`src/rtl/hazard_stall_controller_pkg.sv`:
```
// Shared pipeline definitions: controller state encoding, specifier width,
// NOP encoding loaded by fd_flush/de_bubble consumers, stage-enable bundle.
package hazard_stall_controller_pkg;

  localparam int unsigned PIPE_REG_W = 3;
  localparam int unsigned STATE_W    = 2;

  typedef enum logic [STATE_W-1:0] {
    PS_RUN     = 2'd0,
    PS_LDSTALL = 2'd1,
    PS_MEMWAIT = 2'd2,
    PS_HALTED  = 2'd3
  } pipe_state_e;

  localparam logic [STATE_W-1:0] ST_RUN     = PS_RUN;
  localparam logic [STATE_W-1:0] ST_LDSTALL = PS_LDSTALL;
  localparam logic [STATE_W-1:0] ST_MEMWAIT = PS_MEMWAIT;
  localparam logic [STATE_W-1:0] ST_HALTED  = PS_HALTED;

  localparam logic [31:0] NOP_INSTR = 32'h0000_0000;

  typedef struct packed {
    logic pc;
    logic fd;
    logic de;
    logic em;
    logic mw;
  } stage_en_t;

  localparam stage_en_t EN_ALL  = stage_en_t'(5'b11111);
  localparam stage_en_t EN_NONE = stage_en_t'(5'b00000);

endpackage

```
`src/rtl/hazard_stall_controller_if.sv`:
```
// Pipeline-side hazard inputs and controller-side stage controls/counters.
interface hazard_stall_controller_if
  import hazard_stall_controller_pkg::*;
#(
  parameter int unsigned REG_W = PIPE_REG_W,
  parameter int unsigned CNT_W = 16
);

  logic [REG_W-1:0] Rs_FD;
  logic [REG_W-1:0] Rt_FD;
  logic             RsV_FD;
  logic             RtV_FD;
  logic [REG_W-1:0] Rd_DE;
  logic             RdV_DE;
  logic             RegWrite_DE;
  logic             ReadMem_DE;
  logic             branch_taken_DE;
  logic             imem_busy;
  logic             dmem_busy;
  logic             halt_MW;

  logic             pc_write;
  logic             fd_write;
  logic             de_write;
  logic             em_write;
  logic             mw_write;
  logic             pc_sel_branch;
  logic             fd_flush;
  logic             de_bubble;
  logic             halted;
  logic [CNT_W-1:0] stall_cnt;
  logic [CNT_W-1:0] flush_cnt;

  modport master (
    output Rs_FD, Rt_FD, RsV_FD, RtV_FD, Rd_DE, RdV_DE, RegWrite_DE, ReadMem_DE,
           branch_taken_DE, imem_busy, dmem_busy, halt_MW,
    input  pc_write, fd_write, de_write, em_write, mw_write, pc_sel_branch,
           fd_flush, de_bubble, halted, stall_cnt, flush_cnt
  );

  modport slave (
    input  Rs_FD, Rt_FD, RsV_FD, RtV_FD, Rd_DE, RdV_DE, RegWrite_DE, ReadMem_DE,
           branch_taken_DE, imem_busy, dmem_busy, halt_MW,
    output pc_write, fd_write, de_write, em_write, mw_write, pc_sel_branch,
           fd_flush, de_bubble, halted, stall_cnt, flush_cnt
  );

endinterface

```
`src/rtl/hazard_stall_controller_sat_counter.sv`:
```
// Saturating up-counter with synchronous clear, sticks at all-ones.
module hazard_stall_controller_sat_counter #(
  parameter int unsigned CNT_W = 16
) (
  input  logic             clk,
  input  logic             rst_n,
  input  logic             i_inc,
  input  logic             i_clr,
  output logic [CNT_W-1:0] o_cnt
);

  logic [CNT_W-1:0] r_cnt;

  always_ff @(posedge clk or negedge rst_n) begin
    if (!rst_n) begin
      r_cnt <= '0;
    end else if (i_clr) begin
      r_cnt <= '0;
    end else if (i_inc && (r_cnt != {CNT_W{1'b1}})) begin
      r_cnt <= r_cnt + CNT_W'(1);
    end
  end

  assign o_cnt = r_cnt;

endmodule

```
`src/rtl/hazard_stall_controller.sv`:
```
// Pipeline sequencing controller: load-use bubbles, branch flushes, memory
// busy freezes and halt, with saturating stall/flush performance counters.
module hazard_stall_controller
  import hazard_stall_controller_pkg::*;
#(
  parameter int unsigned REG_W           = PIPE_REG_W,
  parameter int unsigned LOAD_USE_CYCLES = 1,
  parameter int unsigned CNT_W           = 16
) (
  input  logic                     clk,
  input  logic                     rst_n,
  hazard_stall_controller_if.slave bus
);

  logic [STATE_W-1:0] r_state;
  logic [STATE_W-1:0] r_ret_state;
  logic [1:0]         r_bub_left;

  logic [STATE_W-1:0] w_state_nxt;
  logic [STATE_W-1:0] w_ret_nxt;
  logic [1:0]         w_bub_nxt;
  logic [STATE_W-1:0] w_eval_state;
  stage_en_t          w_en;
  logic               w_sel_branch;
  logic               w_fd_flush;
  logic               w_de_bubble;
  logic               w_flush_inc;
  logic               w_stall_inc;
  logic               w_load_use;
  logic [REG_W-1:0]   w_rs;
  logic [REG_W-1:0]   w_rt;
  logic [REG_W-1:0]   w_rd;
  logic [CNT_W-1:0]   w_stall_cnt;
  logic [CNT_W-1:0]   w_flush_cnt;

  assign w_rs = bus.Rs_FD;
  assign w_rt = bus.Rt_FD;
  assign w_rd = bus.Rd_DE;

  // Load in DE feeding a source of FD that forwarding cannot reach in time.
  assign w_load_use = bus.ReadMem_DE & bus.RegWrite_DE & bus.RdV_DE &
                      ((bus.RsV_FD & (w_rs == w_rd)) | (bus.RtV_FD & (w_rt == w_rd)));

  always_ff @(posedge clk or negedge rst_n) begin
    if (!rst_n) begin
      r_state     <= ST_RUN;
      r_ret_state <= ST_RUN;
      r_bub_left  <= 2'd0;
    end else begin
      r_state     <= w_state_nxt;
      r_ret_state <= w_ret_nxt;
      r_bub_left  <= w_bub_nxt;
    end
  end

  always_comb begin
    w_en         = EN_ALL;
    w_sel_branch = 1'b0;
    w_fd_flush   = 1'b0;
    w_de_bubble  = 1'b0;
    w_flush_inc  = 1'b0;
    w_state_nxt  = r_state;
    w_ret_nxt    = r_ret_state;
    w_bub_nxt    = r_bub_left;

    // The memory release cycle behaves as the interrupted state, with no gap.
    w_eval_state = r_state;
    if ((r_state == ST_MEMWAIT) && !bus.dmem_busy) begin
      w_eval_state = r_ret_state;
    end

    case (w_eval_state)
      ST_RUN: begin
        w_state_nxt = ST_RUN;
        if (bus.halt_MW) begin
          w_en        = EN_NONE;
          w_state_nxt = ST_HALTED;
        end else if (bus.dmem_busy) begin
          w_en        = EN_NONE;
          w_ret_nxt   = ST_RUN;
          w_state_nxt = ST_MEMWAIT;
        end else if (bus.branch_taken_DE) begin
          w_sel_branch = 1'b1;
          w_fd_flush   = 1'b1;
          w_de_bubble  = 1'b1;
          w_flush_inc  = 1'b1;
        end else if (w_load_use) begin
          w_en.pc     = 1'b0;
          w_en.fd     = 1'b0;
          w_de_bubble = 1'b1;
          if (LOAD_USE_CYCLES > 1) begin
            w_bub_nxt   = 2'(LOAD_USE_CYCLES - 1);
            w_state_nxt = ST_LDSTALL;
          end
        end else if (bus.imem_busy) begin
          w_en.pc    = 1'b0;
          w_fd_flush = 1'b1;
        end
      end

      ST_LDSTALL: begin
        w_state_nxt = ST_LDSTALL;
        if (bus.halt_MW) begin
          w_en        = EN_NONE;
          w_state_nxt = ST_HALTED;
        end else if (bus.dmem_busy) begin
          w_en        = EN_NONE;
          w_ret_nxt   = ST_LDSTALL;
          w_state_nxt = ST_MEMWAIT;
        end else begin
          w_en.pc     = 1'b0;
          w_en.fd     = 1'b0;
          w_de_bubble = 1'b1;
          if (r_bub_left <= 2'd1) begin
            w_bub_nxt   = 2'd0;
            w_state_nxt = ST_RUN;
          end else begin
            w_bub_nxt = r_bub_left - 2'd1;
          end
        end
      end

      ST_MEMWAIT: begin
        w_en = EN_NONE;
        if (bus.halt_MW) begin
          w_state_nxt = ST_HALTED;
        end
      end

      default: begin
        w_en = EN_NONE;
      end
    endcase
  end

  // Reset forces every control low regardless of the state registers.
  assign bus.pc_write      = rst_n & w_en.pc;
  assign bus.fd_write      = rst_n & w_en.fd;
  assign bus.de_write      = rst_n & w_en.de;
  assign bus.em_write      = rst_n & w_en.em;
  assign bus.mw_write      = rst_n & w_en.mw;
  assign bus.pc_sel_branch = rst_n & w_sel_branch;
  assign bus.fd_flush      = rst_n & w_fd_flush;
  assign bus.de_bubble     = rst_n & w_de_bubble;
  assign bus.halted        = rst_n & (r_state == ST_HALTED);

  assign w_stall_inc = rst_n & ~w_en.pc & (r_state != ST_HALTED);

  hazard_stall_controller_sat_counter #(.CNT_W(CNT_W)) u_stall_cnt (
    .clk   (clk),
    .rst_n (rst_n),
    .i_inc (w_stall_inc),
    .i_clr (1'b0),
    .o_cnt (w_stall_cnt)
  );

  hazard_stall_controller_sat_counter #(.CNT_W(CNT_W)) u_flush_cnt (
    .clk   (clk),
    .rst_n (rst_n),
    .i_inc (rst_n & w_flush_inc),
    .i_clr (1'b0),
    .o_cnt (w_flush_cnt)
  );

  assign bus.stall_cnt = w_stall_cnt;
  assign bus.flush_cnt = w_flush_cnt;

endmodule

```
`src/flat_wrapper.sv`:
```
// flat-port wrapper written by rule: the top's interface ports become plain ports
module hazard_stall_controller_flat import hazard_stall_controller_pkg::*;
#(
  parameter int unsigned REG_W           = PIPE_REG_W,
  parameter int unsigned LOAD_USE_CYCLES = 1,
  parameter int unsigned CNT_W           = 16
)
  (clk, rst_n, bus_Rs_FD, bus_Rt_FD, bus_RsV_FD, bus_RtV_FD, bus_Rd_DE, bus_RdV_DE, bus_RegWrite_DE, bus_ReadMem_DE, bus_branch_taken_DE, bus_imem_busy, bus_dmem_busy, bus_halt_MW, bus_pc_write, bus_fd_write, bus_de_write, bus_em_write, bus_mw_write, bus_pc_sel_branch, bus_fd_flush, bus_de_bubble, bus_halted, bus_stall_cnt, bus_flush_cnt);
  hazard_stall_controller_if #(.REG_W(REG_W), .CNT_W(CNT_W)) bus_i ();
  input  logic clk;
  input  logic rst_n;
  input wire logic [$bits(bus_i.Rs_FD)-1:0] bus_Rs_FD;
  input wire logic [$bits(bus_i.Rt_FD)-1:0] bus_Rt_FD;
  input wire logic [$bits(bus_i.RsV_FD)-1:0] bus_RsV_FD;
  input wire logic [$bits(bus_i.RtV_FD)-1:0] bus_RtV_FD;
  input wire logic [$bits(bus_i.Rd_DE)-1:0] bus_Rd_DE;
  input wire logic [$bits(bus_i.RdV_DE)-1:0] bus_RdV_DE;
  input wire logic [$bits(bus_i.RegWrite_DE)-1:0] bus_RegWrite_DE;
  input wire logic [$bits(bus_i.ReadMem_DE)-1:0] bus_ReadMem_DE;
  input wire logic [$bits(bus_i.branch_taken_DE)-1:0] bus_branch_taken_DE;
  input wire logic [$bits(bus_i.imem_busy)-1:0] bus_imem_busy;
  input wire logic [$bits(bus_i.dmem_busy)-1:0] bus_dmem_busy;
  input wire logic [$bits(bus_i.halt_MW)-1:0] bus_halt_MW;
  output wire logic [$bits(bus_i.pc_write)-1:0] bus_pc_write;
  output wire logic [$bits(bus_i.fd_write)-1:0] bus_fd_write;
  output wire logic [$bits(bus_i.de_write)-1:0] bus_de_write;
  output wire logic [$bits(bus_i.em_write)-1:0] bus_em_write;
  output wire logic [$bits(bus_i.mw_write)-1:0] bus_mw_write;
  output wire logic [$bits(bus_i.pc_sel_branch)-1:0] bus_pc_sel_branch;
  output wire logic [$bits(bus_i.fd_flush)-1:0] bus_fd_flush;
  output wire logic [$bits(bus_i.de_bubble)-1:0] bus_de_bubble;
  output wire logic [$bits(bus_i.halted)-1:0] bus_halted;
  output wire logic [$bits(bus_i.stall_cnt)-1:0] bus_stall_cnt;
  output wire logic [$bits(bus_i.flush_cnt)-1:0] bus_flush_cnt;
  assign bus_i.Rs_FD = bus_Rs_FD;
  assign bus_i.Rt_FD = bus_Rt_FD;
  assign bus_i.RsV_FD = bus_RsV_FD;
  assign bus_i.RtV_FD = bus_RtV_FD;
  assign bus_i.Rd_DE = bus_Rd_DE;
  assign bus_i.RdV_DE = bus_RdV_DE;
  assign bus_i.RegWrite_DE = bus_RegWrite_DE;
  assign bus_i.ReadMem_DE = bus_ReadMem_DE;
  assign bus_i.branch_taken_DE = bus_branch_taken_DE;
  assign bus_i.imem_busy = bus_imem_busy;
  assign bus_i.dmem_busy = bus_dmem_busy;
  assign bus_i.halt_MW = bus_halt_MW;
  assign bus_pc_write = bus_i.pc_write;
  assign bus_fd_write = bus_i.fd_write;
  assign bus_de_write = bus_i.de_write;
  assign bus_em_write = bus_i.em_write;
  assign bus_mw_write = bus_i.mw_write;
  assign bus_pc_sel_branch = bus_i.pc_sel_branch;
  assign bus_fd_flush = bus_i.fd_flush;
  assign bus_de_bubble = bus_i.de_bubble;
  assign bus_halted = bus_i.halted;
  assign bus_stall_cnt = bus_i.stall_cnt;
  assign bus_flush_cnt = bus_i.flush_cnt;
  hazard_stall_controller #(.REG_W(REG_W), .LOAD_USE_CYCLES(LOAD_USE_CYCLES), .CNT_W(CNT_W)) u_core (.clk(clk), .rst_n(rst_n), .bus(bus_i));
endmodule
```
`config.mk`:
```
export PLATFORM = sky130hd
export DESIGN_NAME = hazard_stall_controller_flat
export DESIGN_NICKNAME = d
export VERILOG_FILES = /design/src/rtl/hazard_stall_controller_pkg.sv /design/src/rtl/hazard_stall_controller_if.sv /design/src/rtl/hazard_stall_controller_sat_counter.sv /design/src/rtl/hazard_stall_controller.sv /design/src/flat_wrapper.sv
export SDC_FILE = /design/constraint.sdc
export NUM_CORES = 1
export LEC_CHECK = 0
export ABC_AREA = 0
export ABC_CLOCK_PERIOD_IN_PS = 6300
export CAP_MARGIN = 20
export CORE_MARGIN = 1.5
export CORE_UTILIZATION = 52
export CTS_CLUSTER_SIZE = 14
export DETAILED_ROUTE_END_ITERATION = 10
export PLACE_DENSITY = 0.94
export SYNTH_ARGS = -nofsm -noshare
export SYNTH_HDL_FRONTEND = slang
export SYNTH_SLANG_ARGS = --single-unit
```
`constraint.sdc`:
```
create_clock -name clk -period 6.3 [get_ports clk]
set_clock_uncertainty 0.2 [all_clocks]
set_input_delay 1.26 -clock clk [delete_from_list [all_inputs] [get_ports clk]]
set_output_delay 1.26 -clock clk [all_outputs]
set_load 0.02 [all_outputs]
```
==> reports/qor.txt, run 1 <==
Critical register-to-register path startpoint -> u_core.r_state[0]$_DFFE_PN0P_
Clock Latency Late Sink -> 0.28 ns
Area delta synth->final -> 30.6%
Root buffer cell -> clkbuf_8
RSZ-0062 raised after global routing -> false
Worst Tran Pin Value -> 0.896 ns
Largest net degree at the start of global routing -> 22
Most used cell, CP -> clkdlybuf4s50_1
DR WL/cell -> 14.6 um
Setup crit start -> bus_dmem_busy
Vias in the first global route -> 1691
Slew HR -> 40.3%
Initial antenna violation count -> 0
CTS buffer count -> 5
Net Count, Synth -> 235
Clock-pin slew on the worst setup and hold paths -> 0.07 ns
Power density cells -> 300 nW/um^2
Status -> complete, no violations
Final slew viol count -> 0
Worst-path cell chain -> clkdlybuf4s50_1 > o21ai_0 > ha_1 > nor3b_2 > nand3_1 > inv_1 > clkdlybuf4s50_1
Post-Place Cell Area -> 2840 um^2
Max Buffers Root-to-Sink -> 2
Stages on the worst setup path -> 7
Syn Std Cell Area -> 2240 um^2
Post-synthesis cell type count -> 46
Worst r2r path cells -> 7
Global Route Usage Sum -> 22.3%
Register-to-register setup slack -> 3.12 ns
Final Net Count -> 297
Final setup fails -> 0
Max-cap violation count -> 0
Max stage delay cell, worst path -> clkdlybuf4s50_1
Worst setup EP type -> output pin
Hold Buf Count CTS -> 0
Setup TNS -> 0 ns
CP arrival -> 3.77 ns
Vias per cell -> 5.53
Antenna Nets Post-Route -> 0
WP data required -> 4.84 ns
Total detailed-routing wirelength -> 4700 um
Fmax -> 191 MHz
Proportion of layout cells with a drive suffix above 1 -> 11.7%
CTS resizes -> 0
DP HPWL -> 3550 um
ANT cells -> 0
Worst path top cell family by delay -> buffers and inverters
Dpl cells -> 315
Initial DRC count -> 138
Number of synthesized flops with an enable pin -> 0
Clock Sinks -> 37
Type of origin of the critical path -> input port
Minimum clock period -> 5.23 ns
# IOs -> 61
Overflow left after global routing -> 0
Hold Violations, Final -> 0
Initial core utilization -> 55.1%
Register area share after synthesis -> 41.4%
Synth Flop Type -> dfrtp_1
Die Span Y -> 68.6 um
Critical Path Max Stage Delay -> 0.61 ns
Hold path cells -> 2
H-tree level count -> 2
Leakage -> 1.18 nW
Drt first pass iters -> 4
Placeable Area -> 4060 um^2
Synth Instances -> 210
DR vias -> 1785
Synth Register Bits -> 37
Postcts setup bufs -> 0
CP Class -> in -> out
Gpl congestion -> 0.926
Full die area -> 4700 um^2
Peak supply drop -> 0.210 mV
Die X -> 68.6 um
Power after layout -> 0.000876 W
Hold crit path type -> reg -> reg
Port Buffer Count -> 60
Final Instance Area -> 2920 um^2
Hold path start -> u_core.r_bub_left[0]$_DFFE_PN0P_
Fraction of registers with async set/reset -> 100%
First-pass GRT wire length -> 7820 um
CTS tree -> built
CP Buf/Inv Count -> 3
Num rows -> 23
Avg Inst Size Synth -> 10.7 um^2
Worst-path maximum fanout -> 6
Final period utilization -> 83.0%
# DRC -> 0
Post-Layout Cell Count -> 323
Ys Warns -> 0
-- worst register-to-register path, stage by stage, from the launching register on --
cell	delay, ns
dfrtp_1	0.43
o21ai_0	0.49
ha_1	0.30
nor3b_2	0.26
o21ai_0	0.14
nand2b_1	0.65
a21o_2	0.28
mux2_2	0.32
-- Yosys cell counts, types with 2 or more instances --
library cell | number | share of area [%]
and3_1 | 5 | 1.4
nor3_1 | 2 | 0.45
a21oi_1 | 4 | 0.89
inv_1 | 9 | 1.5
and2_1 | 2 | 0.56
a2111oi_4 | 2 | 2.5
and4_1 | 6 | 2.3
nand3_1 | 17 | 3.8
a211oi_1 | 3 | 1.0
dfrtp_1 | 37 | 41
o21ai_0 | 4 | 0.89
xor2_1 | 15 | 5.9
nand4_1 | 8 | 2.2
buf_6 | 4 | 2.0
nor2_1 | 12 | 2.0
a211oi_2 | 9 | 5.0
buf_4 | 2 | 0.67
ha_1 | 5 | 2.8
nor3b_2 | 2 | 1.1
xnor2_1 | 19 | 7.4
mux2_2 | 3 | 1.5
nand2_1 | 15 | 2.5
nand2b_1 | 2 | 0.56
-- layer usage --
metal,GRT usage [%],share of wire (%),up-vias,routed length [um]
met2,37.6,50,49,2330
met5,0,0,-,0
met4,6.00,0.62,0,29
li1,-,-,878,-
met1,28.0,45,854,2110
met3,6.17,4.8,4,226
-- power breakdown --
part / switching [W] / internal [W] / total (W)
clock network: 0.0000798 / 0.0000786 / 0.000158
registers: 0.0000687 / 0.000289 / 0.000357
logic: 0.000186 / 0.000174 / 0.000360
total: 0.000334 / 0.000542 / 0.000876
-- kinds of logic (layout without fill, tap and decap cells) --
family,count (synthesis),after routing,synth area share (%)
AOI/OAI and AO/OA,38,38,16.8
xor gates and xnor gates,34,34,13.3
adders and majority gates,5,5,2.80
buffers and inverters,15,78,4.19
DFF,37,37,41.4
muxes,4,4,1.96
and+or+nand+nor,77,77,19.6
-- state kept, by name, indices dropped and copies added (netlist names) --
signal,cells
u_core.r_state,2
u_core.r_bub_left,2
u_core.u_stall_cnt.o_cnt,16
u_core.r_ret_state,1
u_core.u_flush_cnt.o_cnt,16
-- cell type report --
type                    count  area (um^2)
multi-input cells         158         1220
clock buffers               8         80.1
well taps                  50         62.6
repair buffers             61          603
inverters                   9         33.8
flip-flops and latches     37          926
fillers                   295         1130
-- placed cells by master (no fill, tap or decap), drive strengths merged, types with 3 or more instances in the layout --
master,synthesis,layout
nand3,17,17
inv,9,9
nand4,8,8
nor2,13,13
xor2,15,15
a211oi,12,12
xnor2,19,19
clkdlybuf4s50,0,59
and3,6,6
dfrtp,37,37
clkbuf,0,8
o21ai,6,6
ha,5,5
nand2,15,15
a21oi,5,5
mux2,3,3
nor3,4,4
and4,6,6
-- path summary, 6_finish.rpt --
path                                                                 end
worst max-delay path                                   bus_pc_sel_branch
worst min-delay path                    u_core.r_bub_left[0]$_DFFE_PN0P_
worst max register to register   u_core.u_stall_cnt.o_cnt[1]$_DFFE_PN0P_
worst min register to register          u_core.r_bub_left[0]$_DFFE_PN0P_
max in group asynchronous        u_core.u_flush_cnt.o_cnt[4]$_DFFE_PN0P_
min in group asynchronous       u_core.u_stall_cnt.o_cnt[11]$_DFFE_PN0P_
-- through the flow --
stage	util (%)	worst slack (ns)	hold slack, ns
4_1_cts	72.0	1.10	0.288
5_1_grt	72.0	0.860	0.307
3_5_place_dp	70.1	1.11	0.266
6_report	72.0	1.07	0.293
3_3_place_gp	70.1	1.22	0.260
2_1_floorplan	-	1.89	0.245
(Power assumes the default switching activity.)
==> run 2, diff against run 1 <==
ABC_CLOCK_PERIOD_IN_PS = 4300   (was 6300)
CORE_UTILIZATION = 44   (was 52)
PLACE_DENSITY = 0.86   (was 0.94)
clock period = 4.3 ns   (was 6.3 ns; I/O delays follow)
==> run 2 against run 1 <==
Effect of this change: clock power up 100%; wire length increased by 1.7%; register-to-register slack got worse by 1.5 ns; highest routed layer unchanged; die area is 17% higher; global-route usage is 3.9 points lower; sequential power rose by 47%; sequential share of layout area is 0.96 points lower; power grew 58%; worst hold slack got worse by 0.0011 ns; utilization fell by 9.5 points; critical path type unchanged.
==> reports/qor.txt, run 2 (synthesized netlist as in run 1, its figures left out) <==
Status -> complete, no violations
DR vias -> 1822 (+2.1%)
Fillcell total -> 412 (+40%)
Final Net Count -> 301 (+1.3%)
Area of the multi-input gates -> 1220 um^2 (unchanged)
Initial antenna violation count -> 0 (unchanged)
GR Layer Usage met2 -> 29.7% (-8.0 points)
Critical Path Max Stage Delay -> 0.61 ns (about the same)
Drt first pass iters -> 4 (unchanged)
CTS resizes -> 0 (unchanged)
Sequential Area -> 926 um^2 (unchanged)
ANT cells -> 0 (unchanged)
Worst-path cell chain -> clkdlybuf4s50_1 > inv_1 > a31o_2 > inv_1 > ha_1 > nor3b_2 > nand2_1 > nor2_1 > clkdlybuf4s50_1
Clock-pin slew on the worst setup and hold paths -> 0.07 ns (about the same)
CP arrival -> 3.09 ns (-0.68 ns)
Final slew viol count -> 0 (unchanged)
Hold Violations, Final -> 0 (unchanged)
Worst setup EP type -> output pin
Final setup fails -> 0 (unchanged)
Most frequent cells in the layout -> clkdlybuf4s50_1, dfrtp_1, xnor2_1, nand3_1
Commonest non-fill, non-tap cell in the layout -> clkdlybuf4s50_1
Fmax -> 241 MHz
Worst Tran Pin Value -> 0.624 ns (-0.272 ns)
Max Buffers Root-to-Sink -> 2 (unchanged)
Initial DRC count -> 96 (-30%)
Busiest layer in global routing -> met2
Placeable Area -> 4820 um^2 (+19%)
CTS buffer count -> 5 (unchanged)
CTS tree -> built
Largest net degree at the start of global routing -> 41 (+86%)
WHS -> 0.291 ns (-0.00112 ns)
Switching Share -> 36.5% (-1.6 points)
Clock Sinks -> 37 (unchanged)
Antenna Nets Post-Route -> 0 (unchanged)
Root buffer cell -> clkbuf_8
Initial core utilization -> 46.4% (-8.7 points)
Num rows -> 25 (+8.7%)
Sw power -> 0.000505 W (+51%)
Met3 GRT Util -> 5.15% (-1.0 points)
Clk pwr share -> 22.8% (+4.7 points)
Gpl congestion -> 0.812 (-12%)
Vias in the first global route -> 1674 (-1.0%)
Max-cap violation count -> 0 (unchanged)
Postcts setup bufs -> 0 (unchanged)
CP Class -> in -> out
Total detailed-routing wirelength -> 4780 um (+1.7%)
Post-Layout Cell Count -> 344 (+6.5%)
Overflow left after global routing -> 0 (unchanged)
DR WL/cell -> 13.9 um (-4.5%)
H-tree level count -> 2 (unchanged)
CP Buf/Inv Count -> 4 (+1)
Hold Buf Count CTS -> 0 (unchanged)
Gate power share -> 39.1% (-2.0 points)
Port Buffer Count -> 60 (unchanged)
Global Route Usage Sum -> 18.4% (-3.9 points)
Type of origin of the critical path -> input port
# IOs -> 61 (unchanged)
Dpl cells -> 336 (+6.7%)
Leakage -> 1.22 nW (+3.1%)
Power density cells -> 459 nW/um^2 (+53%)
RSZ-0062 raised after global routing -> false
First-pass GRT wire length -> 7840 um (+0.27%)
Setup TNS -> 0 ns (unchanged)
Worst-path maximum fanout -> 4 (-2)
Worst path top cell family by delay -> buffers and inverters
Pre-CTS setup slack -> 0.152 ns (-0.958 ns)
Clock Latency Late Sink -> 0.29 ns (about the same)
DP HPWL -> 3530 um (-0.40%)
Max stage delay cell, worst path -> clkdlybuf4s50_1
# DRC -> 0 (unchanged)
Minimum clock period -> 4.15 ns
Final period utilization -> 96.6%
Die Span Y -> 74.3 um (+8.3%)
Met1 Use GR -> 24.5% (-3.5 points)
Die X -> 74.3 um (+8.3%)
Sequential group share of total power -> 38.0% (-2.8 points)
Peak supply drop -> 0.304 mV (+45%)
Proportion of layout cells with a drive suffix above 1 -> 14.1% (+2.4 points)
Area delta synth->final -> 34.7%
WP data required -> 3.24 ns (-1.60 ns)
Slew HR -> 58.2% (+18 points)
Vias per cell -> 5.30 (-4.2%)
Full die area -> 5520 um^2 (+17%)
Final worst setup slack -> 0.146 ns (-0.922 ns)
Pint -> 0.000878 W (+62%)
Power after layout -> 0.00138 W (+58%)
Hold crit path type -> reg -> reg
## run 2: changes by cell type in the layout (fill, tap and decap cells not counted), sizes merged
cell,change
buf,+4
bufinv,+1
clkbuf,-2
clkinvlp,+1
## run 2: final timing paths
path	startpoint	endpoint	slack [ns]	cells past startpoint
min in group asynchronous	rst_n	u_core.u_stall_cnt.o_cnt[14]$_DFFE_PN0P_	0.46	2
max in group asynchronous	rst_n	u_core.u_stall_cnt.o_cnt[1]$_DFFE_PN0P_	3.08	2
hold reg to reg	u_core.r_bub_left[0]$_DFFE_PN0P_	u_core.r_bub_left[0]$_DFFE_PN0P_	0.29	2
setup / recovery	bus_dmem_busy	bus_fd_flush	0.15	9
setup reg to reg	u_core.r_state[1]$_DFFE_PN0P_	u_core.u_stall_cnt.o_cnt[3]$_DFFE_PN0P_	1.67	9
hold / removal	u_core.r_bub_left[0]$_DFFE_PN0P_	u_core.r_bub_left[0]$_DFFE_PN0P_	0.29	2
## run 2: routing by layer
layer	share of wire [%]	vias up
met5	0	-
met4	1.1	0
met3	6.2	5
met2	48	42
met1	45	886
li1	-	889
## run 2: metrics by stage
step                utilization, %  cell area, um^2
global route                  62.6             3010
detailed placement            60.1             2890
global placement              60.1             2890
floorplan                        -             2240
CTS                           62.6             3010
finish                        62.6             3010
## run 2: power by group through the flow
stage | sequential [W] | combinational, W | clock, W
after floorplan | 0.000578 | 0.000264 | 0
after global placement | 0.000525 | 0.000526 | 0
after detailed placement | 0.000529 | 0.000543 | 0
after CTS | 0.000524 | 0.000546 | 0.000324
after global routing | 0.000540 | 0.000589 | 0.000339
final | 0.000526 | 0.000542 | 0.000316
## run 2: area by class of cell
| type | instances | area share [%] |
|---|---|---|
| Clock inverter | 2 | 1.25 |
| Timing Repair Buffer | 65 | 21.0 |
| Multi-Input combinational cell | 158 | 40.4 |
| Tap cell | 67 | 2.78 |
| Inverter | 9 | 1.12 |
| Clock buffer | 6 | 2.74 |
| Sequential cell | 37 | 30.7 |
## run 2: worst register-to-register path, stage by stage, from the launching register on
cell	delay [ns]
dfrtp_1	0.44
a31o_2	0.28
inv_1	0.08
ha_1	0.20
nor3b_2	0.26
o21ai_0	0.14
nand2b_1	0.31
buf_4	0.29
a211oi_1	0.12
xor2_1	0.18
